## src/rtl/sc_game_pkg.sv

```systemverilog
// rtl/sc_game_pkg.sv - shared screen codes and limits for the Frogger game sequencer
package sc_game_pkg;

    localparam logic [2:0] START     = 3'b001;
    localparam logic [2:0] WIN       = 3'b010;
    localparam logic [2:0] LOSE      = 3'b011;
    localparam logic [2:0] PLAY      = 3'b100;
    localparam logic [2:0] CHECK     = 3'b101;
    localparam logic [2:0] SHOWLEVEL = 3'b110;

    localparam int LEVEL_MAX_DEFAULT = 4;

    localparam logic [2:0] FROG_TOP_ROW = 3'b111;

endpackage

```

## src/rtl/sc_edge_detector_low.sv

```systemverilog
// rtl/sc_edge_detector_low.sv - registered falling-edge detector for an active-low button
module sc_edge_detector_low (
    input  logic clk,
    input  logic rst,
    input  logic in_low,
    output logic press
);

    logic prev_q, prev_d;
    logic press_q, press_d;

    always_comb begin
        prev_d  = in_low;
        press_d = prev_q & ~in_low;
    end

    always_ff @(posedge clk or posedge rst) begin
        if (rst) begin
            prev_q  <= 1'b1;
            press_q <= 1'b0;
        end else begin
            prev_q  <= prev_d;
            press_q <= press_d;
        end
    end

    assign press = press_q;

endmodule

```

## src/rtl/sc_game_sequencer.sv

```systemverilog
// rtl/sc_game_sequencer.sv - game FSM driving screen code, level, load strobe and frog reset
module sc_game_sequencer
    import sc_game_pkg::*;
#(
    parameter int DATAWIDTH_STATE         = 3,
    parameter int DATAWIDTH_LEVEL         = 3,
    parameter int FROGGPOSITION_DATAWIDTH = 3,
    parameter int DWELL_TICKS             = 4,
    parameter int DWELL_WIDTH             = 4,
    parameter int LEVEL_MAX               = LEVEL_MAX_DEFAULT
) (
    input  logic                               SC_GAMESEQUENCER_CLOCK_50,
    input  logic                               SC_GAMESEQUENCER_RESET_InHigh,
    input  logic                               SC_GAMESEQUENCER_start_InLow,
    input  logic                               SC_GAMESEQUENCER_tick_InHigh,
    input  logic                               SC_GAMESEQUENCER_collision_InHigh,
    input  logic [FROGGPOSITION_DATAWIDTH-1:0] SC_GAMESEQUENCER_positionY_data_InBus,
    output logic [DATAWIDTH_STATE-1:0]         SC_GAMESEQUENCER_state_data_OutBus,
    output logic [DATAWIDTH_LEVEL-1:0]         SC_GAMESEQUENCER_level_data_OutBus,
    output logic                               SC_GAMESEQUENCER_load_OutLow,
    output logic                               SC_GAMESEQUENCER_frogreset_OutLow
);

    localparam logic [DWELL_WIDTH-1:0]     DWELL_TGT = DWELL_WIDTH'(DWELL_TICKS);
    localparam logic [DATAWIDTH_LEVEL-1:0] LVL_ONE   = DATAWIDTH_LEVEL'(1);
    localparam logic [DATAWIDTH_LEVEL-1:0] LVL_LAST  = DATAWIDTH_LEVEL'(LEVEL_MAX);

    logic                       clk, rst, press;
    logic [DATAWIDTH_STATE-1:0] state_q, state_d;
    logic [DATAWIDTH_LEVEL-1:0] level_q, level_d;
    logic [DWELL_WIDTH-1:0]     dwell_q, dwell_d;
    logic                       load_q, load_d;
    logic                       frogreset_q, frogreset_d;
    logic                       pending_q, pending_d;
    logic                       dwell_done, allow, transition;

    assign clk = SC_GAMESEQUENCER_CLOCK_50;
    assign rst = SC_GAMESEQUENCER_RESET_InHigh;

    sc_edge_detector_low u_start_edge (
        .clk    (clk),
        .rst    (rst),
        .in_low (SC_GAMESEQUENCER_start_InLow),
        .press  (press)
    );

    always_comb begin
        state_d    = state_q;
        level_d    = level_q;
        dwell_d    = dwell_q;
        pending_d  = 1'b0;
        // Counter saturates so a completed dwell survives a deferred exit.
        if ((state_q == SHOWLEVEL || state_q == CHECK) && SC_GAMESEQUENCER_tick_InHigh
            && dwell_q != DWELL_TGT) begin
            dwell_d = dwell_q + DWELL_WIDTH'(1);
        end
        dwell_done = (dwell_d == DWELL_TGT);
        // Hold transitions off while a load pulse is on the output so strobes stay separated.
        allow = load_q;
        case (state_q)
            START: begin
                if (press && allow) begin
                    state_d = SHOWLEVEL;
                    level_d = LVL_ONE;
                end
            end
            SHOWLEVEL: begin
                if (dwell_done && allow) state_d = PLAY;
            end
            PLAY: begin
                if (allow) begin
                    if (SC_GAMESEQUENCER_collision_InHigh)                           state_d = LOSE;
                    else if (SC_GAMESEQUENCER_positionY_data_InBus == FROG_TOP_ROW) state_d = CHECK;
                end
            end
            CHECK: begin
                if (dwell_done && allow) begin
                    if (level_q == LVL_LAST) begin
                        state_d = WIN;
                    end else begin
                        state_d = SHOWLEVEL;
                        level_d = level_q + LVL_ONE;
                    end
                end
            end
            WIN, LOSE: begin
                if (press && allow) state_d = START;
            end
            default: state_d = START;
        endcase
        transition = (state_d != state_q);
        if (transition) dwell_d = '0;
        load_d      = ~(transition | pending_q);
        frogreset_d = (state_d == PLAY);
    end

    always_ff @(posedge clk or posedge rst) begin
        if (rst) begin
            state_q     <= START;
            level_q     <= LVL_ONE;
            dwell_q     <= '0;
            load_q      <= 1'b1;
            frogreset_q <= 1'b0;
            pending_q   <= 1'b1;
        end else begin
            state_q     <= state_d;
            level_q     <= level_d;
            dwell_q     <= dwell_d;
            load_q      <= load_d;
            frogreset_q <= frogreset_d;
            pending_q   <= pending_d;
        end
    end

    assign SC_GAMESEQUENCER_state_data_OutBus = state_q;
    assign SC_GAMESEQUENCER_level_data_OutBus = level_q;
    assign SC_GAMESEQUENCER_load_OutLow       = load_q;
    assign SC_GAMESEQUENCER_frogreset_OutLow  = frogreset_q;

endmodule
```

## config.mk

```make
export PLATFORM = sky130hd
export DESIGN_NAME = sc_game_sequencer
export DESIGN_NICKNAME = d
export VERILOG_FILES = /design/src/rtl/sc_game_pkg.sv /design/src/rtl/sc_edge_detector_low.sv /design/src/rtl/sc_game_sequencer.sv
export SDC_FILE = /design/constraint.sdc
export NUM_CORES = 1
export LEC_CHECK = 0
export ABC_AREA = 1
export CORE_AREA = 2 2 52 54
export DETAILED_ROUTE_END_ITERATION = 8
export DIE_AREA = 0 0 54 56
export GPL_TIMING_DRIVEN = 0
export HOLD_SLACK_MARGIN = 0.02
export PLACE_DENSITY = 0.72
export SYNTH_ARGS = -nofsm -noshare
export SYNTH_HDL_FRONTEND = slang
export SYNTH_SLANG_ARGS = --single-unit
```

## constraint.sdc

```tcl
create_clock -name SC_GAMESEQUENCER_CLOCK_50 -period 3.8 [get_ports SC_GAMESEQUENCER_CLOCK_50]
set_input_delay 0.76 -clock SC_GAMESEQUENCER_CLOCK_50 [delete_from_list [all_inputs] [get_ports SC_GAMESEQUENCER_CLOCK_50]]
set_output_delay 0.76 -clock SC_GAMESEQUENCER_CLOCK_50 [all_outputs]
set_load 0.02 [all_outputs]
```

==> results of run 1 <==
## metal layers
metal,global-route usage (%),up-vias,wire length [microns]
met1,19.53,386,913
li1,-,447,-
met5,0,-,0
met3,2.151,2,90
met4,6.786,0,13
met2,21.95,16,861
## flip-flops by register name, summed over array words and instances, names as in the netlist
register,flops
dwell_q,4
SC_GAMESEQUENCER_state_data_OutBus,3
SC_GAMESEQUENCER_frogreset_OutLow,1
pending_q,1
SC_GAMESEQUENCER_load_OutLow,1
u_start_edge.prev_q,1
u_start_edge.press,1
SC_GAMESEQUENCER_level_data_OutBus,3
## synthesized netlist by cell type (3+ instances only)
cell type	count	share of area (%)
a21oi_1	5	2.4
dfrtp_1	10	24
dfstp_2	5	13
ha_1	4	4.8
inv_1	17	6.1
nand2_1	33	12
nand2_2	5	3.0
nand3_1	5	2.4
nand3_2	6	5.8
nand4_1	3	1.8
nor2_1	14	5.1
o21ai_1	3	1.4
## tightest hold or removal path, delay by kind of cell, from the launching register on
family                 cells  cell delay [ps]
and+or+nand+nor            1               30
DFF                        1              370
buffers and inverters      1               40
## worst min-delay path by stage
stage	start	endpoint	cells after the start
4_1_cts	u_start_edge.prev_q	u_start_edge.press	2
3_5_place_dp	u_start_edge.prev_q	u_start_edge.press	2
6_report	u_start_edge.prev_q	u_start_edge.press	2
3_3_place_gp	u_start_edge.prev_q	u_start_edge.press	2
5_1_grt	u_start_edge.prev_q	u_start_edge.press	2
2_1_floorplan	u_start_edge.prev_q	u_start_edge.press	2
## area by class of cell
type                       instances  area [sq um]
sequential                        15         381.6
buffer                             2         22.52
clock inverter                     1         5.005
timing repair buffer              15         150.1
clock buffer                       3         22.52
fill                             214          1179
tap                               30         37.54
inverter                          19         71.32
multi-input combinational         93         563.0
## per-stage QoR
| step | utilization (%) | setup slack (ps) | cell area, sq um |
|---|---|---|---|
| 2_1_floorplan | - | 1947 | 1039 |
| 3_3_place_gp | 50.41 | 1270 | 1226 |
| 3_5_place_dp | 50.41 | 1246 | 1226 |
| 4_1_cts | 51.54 | 1535 | 1254 |
| 5_1_grt | 51.54 | 1403 | 1254 |
| 6_report | 51.54 | 1549 | 1254 |
## power groups by stage
stage / clock, W / combinational [W] / sequential (W)
after floorplan: 0 / 0.000458 / 0.000308
after CTS: 0.0000942 / 0.000665 / 0.000267
after detailed placement: 0 / 0.000660 / 0.000270
final: 0.0000882 / 0.000660 / 0.000266
after global routing: 0.000102 / 0.000734 / 0.000275
after global placement: 0 / 0.000647 / 0.000268
## cell families (layout without fill, tap and decap cells)
logic type | count (synthesis) | count (layout) | share of synthesized area (%)
AND/OR/NAND/NOR | 74 | 74 | 38.80
buffers and inverters | 21 | 40 | 9.036
flip-flops | 15 | 15 | 36.75
AO/OA/AOI/OAI | 11 | 11 | 6.987
adder cells (fa/ha/maj) | 4 | 4 | 4.819
XOR/XNOR | 3 | 3 | 3.254
other | 1 | 1 | 0.3611
==> flow_summary.ini, run 1 <==
[run_status]
outcome = completed

[logic_synthesis]
synth_edf_count = 0
ys_seq_area_share_pct = 36.75
syn_nets = 141
netlist_instances = 129
synth_cell_types = 28
netlist_area_sq_um = 1038
synthFlopType = dfrtp_1
syn_area_per_cell_sq_um = 8.050
ys_warn_count = 0
ys_async_sr_fraction_pct = 100.0
ys_seq_elements = 15

[placement]
hpwl_mm = 1.514
gp_congestion = 0.8810
place_inst = 174
io_buffers = 15

[setup_path]
r2r-end = dwell_q[0]
cpMostUsedCell = nand2_1
cp.required_ps = 3970
crit_buf_inv = 2
cp.arrival_ps = 2420
path_depth = 12
slowest_stage = clkdlybuf4s50_1
critPathLaunch = SC_GAMESEQUENCER_tick_InHigh
cp-start-kind = primary input
path_cells = clkdlybuf4s50_1 > inv_1 > nor2_1 > nand3_2 > nand2_1 > nand2_1 > nor2_1 > nand3_2 > nand2_2 > o2111ai_2 > nand2_1 > o21ai_1
cp-endpoint = SC_GAMESEQUENCER_level_data_OutBus[1]
r2r_slack_ps = 1800
reg2reg_depth = 14
timing.rr.start = dwell_q[0]
path_class = in -> reg
cp-end-kind = flop
critical-path-max-stage-delay_ps = 490
path_delay_family = simple AND/OR/NAND/NOR gates
path_max_fanout = 6

[flow_run]
cap_viol_max_count = 0

[timing]
tns_ps = 0
tightest_slew_ps = 536.3
slew_viol_final = 0
rsz0062_at_grt = false
relSlewSlack_pct = 64.21
finalClockSkew_ps = 14.23
period_needed_ps = 2251
whs_ps = 464.0
min_period_over_period_pct = 59.23
finalHoldViolations = 0
setup_viol = 0
fmax_mhz = 444.3

[cts]
cts_buffers = 3
root_buffer = clkbuf_4
cts_setup_buffers = 0
cts_resized = 0
ctsLongestPathBuffers = 2
cts_tree = done
clk_latency_ps = 280
hold_buffers = 0
h-tree-depth = 1
cts_num_sinks = 15
clkSlewWorstSetupHoldPaths_ps = 100

[finish]
layout_common_cells = nand2_1 (33), inv_1 (17), clkdlybuf4s50_1 (15), nor2_1 (14), dfrtp_1 (10)
antennaDiodeCount = 0
final_common_cell = nand2_1
areaGrowthSynthToFinish_pct = 20.72
final_cells = 178
drive_gt1_share_pct = 22.30
nets = 161

[die]
start_util_pct = 42.70
fp.coreArea_sq_um = 2432
rows = 18
fp.dieW_microns = 54
dieArea_sq_um = 3024
die_h_microns = 56
top_level_ports = 16

[power_and_ir_drop]
swShare_pct = 48.64
fin_total_pwr_w = 0.001014
leakagePower_nw = 0.5969
powerDensity_nw_per_um2 = 808.9
p_int_w = 0.0005209
p_comb_share_pct = 65.0
p_seq_share_pct = 26.3
power_frac_clock_pct = 8.7
ir_drop_v = 0.0005483
p_sw_w = 0.0004932

[route]
drtPass1Iterations = 4
drc = 0
totalWireLength_mm = 1.879
vias = 851
wire_per_inst_microns = 10.56
antenna_left = 0
viasPerCell = 4.781
first_iter_violations = 16

[grt]
grt_pass1_wl_mm = 3.305
antenna_found_initial = 0
grt_remaining_overflow = 0
grt_pass1_vias = 809
grt_max_degree = 16
gr-usage-all-layers_pct = 14.40

[min_path]
hold_class = reg -> reg
Note: power is estimated with default switching activity, not from simulation.
==> inputs of run 2 (changes only) <==
- PLACE_DENSITY: 0.72 -> 0.75
- clock period: 3.8 -> 1.8 ns (I/O delays scaled with it)
==> flow_summary.ini, run 2 (synthesis results as in run 1) <==
[cts]
cts_buffers = 3
cts_tree = done
clk_latency_ps = 290
ctsLongestPathBuffers = 2
h-tree-depth = 1
clkSlewWorstSetupHoldPaths_ps = 90
cts_num_sinks = 15
root_buffer = clkbuf_4

[finish]
max_flop_register = dwell_q
layout_common_cells = nand2_1 (20), inv_1 (16), buf_4 (14), nand2_2 (13), clkdlybuf4s50_1 (12)
largest_reg_flops = 4
final_cells = 192
antennaDiodeCount = 0
postLayoutCoreUtil_pct = 62.09
nets = 175
drive_gt1_share_pct = 45.06
areaGrowthSynthToFinish_pct = 45.42
final_common_cell = nand2_1

[route]
drc = 0
viasPerCell = 5.177
totalWireLength_mm = 2.795
first_iter_violations = 37
drtPass1Iterations = 4
vias = 994
antenna_left = 0
wire_per_inst_microns = 14.56

[grt]
grt_remaining_overflow = 0
antenna_found_initial = 0
gr-usage-all-layers_pct = 18.79
grt_pass1_wl_mm = 4.174
grt_max_degree = 16
grt_pass1_vias = 1017

[placement]
place_inst = 174
hpwl_mm = 1.630
pre_cts_slack_ps = -350.1
io_buffers = 15
gp_congestion = 0.8414

[flow_run]
cap_viol_max_count = 0

[timing]
fin_ws_ps = -170.1
finalClockSkew_ps = 4.147
tightest_slew_ps = 539.9
relSlewSlack_pct = 63.97
setup_viol = 11
period_needed_ps = 1970
finalHoldViolations = 0
fmax_mhz = 507.6
slew_viol_final = 0
rsz0062_at_grt = true
whs_ps = 409.6
min_period_over_period_pct = 109.4

[die]
rows = 18
dieArea_sq_um = 3024
fp.coreArea_sq_um = 2432
start_util_pct = 42.70
fp.dieW_microns = 54
top_level_ports = 16
die_h_microns = 56

[setup_path]
path_cells = nor2_4 > inv_2 > nand2_4 > nor2_8 > xor2_4 > nand3_4 > nand2_2 > nand3_4 > nand2_4 > nand3_4 > nor2_2
path_class = reg -> reg
crit_buf_inv = 1
slowest_stage = dfstp_2
path_max_fanout = 7
cpMostUsedCell = nand3_4
cp.arrival_ps = 2200
cp.required_ps = 2030
cp-end-kind = flop
cp-start-kind = flop
path_delay_family = simple AND/OR/NAND/NOR gates
critical-path-max-stage-delay_ps = 620

[power_and_ir_drop]
leakagePower_nw = 0.6893
powerDensity_nw_per_um2 = 1906
ir_drop_v = 0.001052
fin_total_pwr_w = 0.002878

[run_status]
violations = setup timing
outcome = complete, but fails checks

[min_path]
hold_class = in -> async
run 2: final timing paths:
kind                                                               startpoint  slack (ps)                           endpoint  cells past startpoint
max                                     SC_GAMESEQUENCER_state_data_OutBus[0]        -170                         dwell_q[3]                     11
min                                             SC_GAMESEQUENCER_RESET_InHigh         410  SC_GAMESEQUENCER_frogreset_OutLow                      2
max reg2reg                             SC_GAMESEQUENCER_state_data_OutBus[0]        -170                         dwell_q[3]                     11
min reg2reg                                               u_start_edge.prev_q         470                 u_start_edge.press                      2
max in group asynchronous                       SC_GAMESEQUENCER_RESET_InHigh        1020       SC_GAMESEQUENCER_load_OutLow                      2
min in group SC_GAMESEQUENCER_CLOCK_50                    u_start_edge.prev_q         470                 u_start_edge.press                      2
run 2: cell type report:
cell class                      count  area (sq um)
Tap cell                           30         37.54
Clock buffer                        4         26.28
Sequential cell                    15         381.6
Multi-Input combinational cell     93         719.4
Buffer                              1         11.26
Fill cell                         191         922.1
Inverter                           19         71.32
Timing Repair Buffer               30         262.8
run 2: per-layer routing:
layer / up-vias / wire, microns / global-route usage, %
met5: - / 0 / 0
met4: 0 / 60 / 10.00
met3: 7 / 189 / 2.419
met2: 39 / 1445 / 32.06
met1: 467 / 1100 / 21.90
li1: 481 / - / -
run 2: stage by stage:
step	cell area (sq um)	TNS (ps)
2_1_floorplan	1044	-111.2
5_1_grt	1510	-2416
3_3_place_gp	1231	-2846
3_5_place_dp	1231	-3031
6_report	1510	-1324
4_1_cts	1409	-498.9
run 2: worst register-to-register path: stages (launching register included):
cell and delay (ps):
dfstp_2 620, nor2_4 60, inv_2 80, nand2_4 70
nor2_8 210, xor2_4 210, nand3_4 120, nand2_2 120
nand3_4 100, nand2_4 90, nand3_4 110, nor2_2 120
run 2: what timing repair did:
action	CTS	global route
buffers inserted	12	3
hold buffers	0	0
setup endpoints to repair	12	12
gates resized for setup	18	24
pin swaps	11	24
run 2: report_power, final:
| group | total (W) | internal (W) | switching (W) |
|---|---|---|---|
| Sequential | 0.000582 | 0.000469 | 0.000113 |
| Clock | 0.000194 | 0.0000864 | 0.000108 |
| Combinational | 0.00210 | 0.000880 | 0.00122 |
| Total | 0.00288 | 0.00144 | 0.00144 |
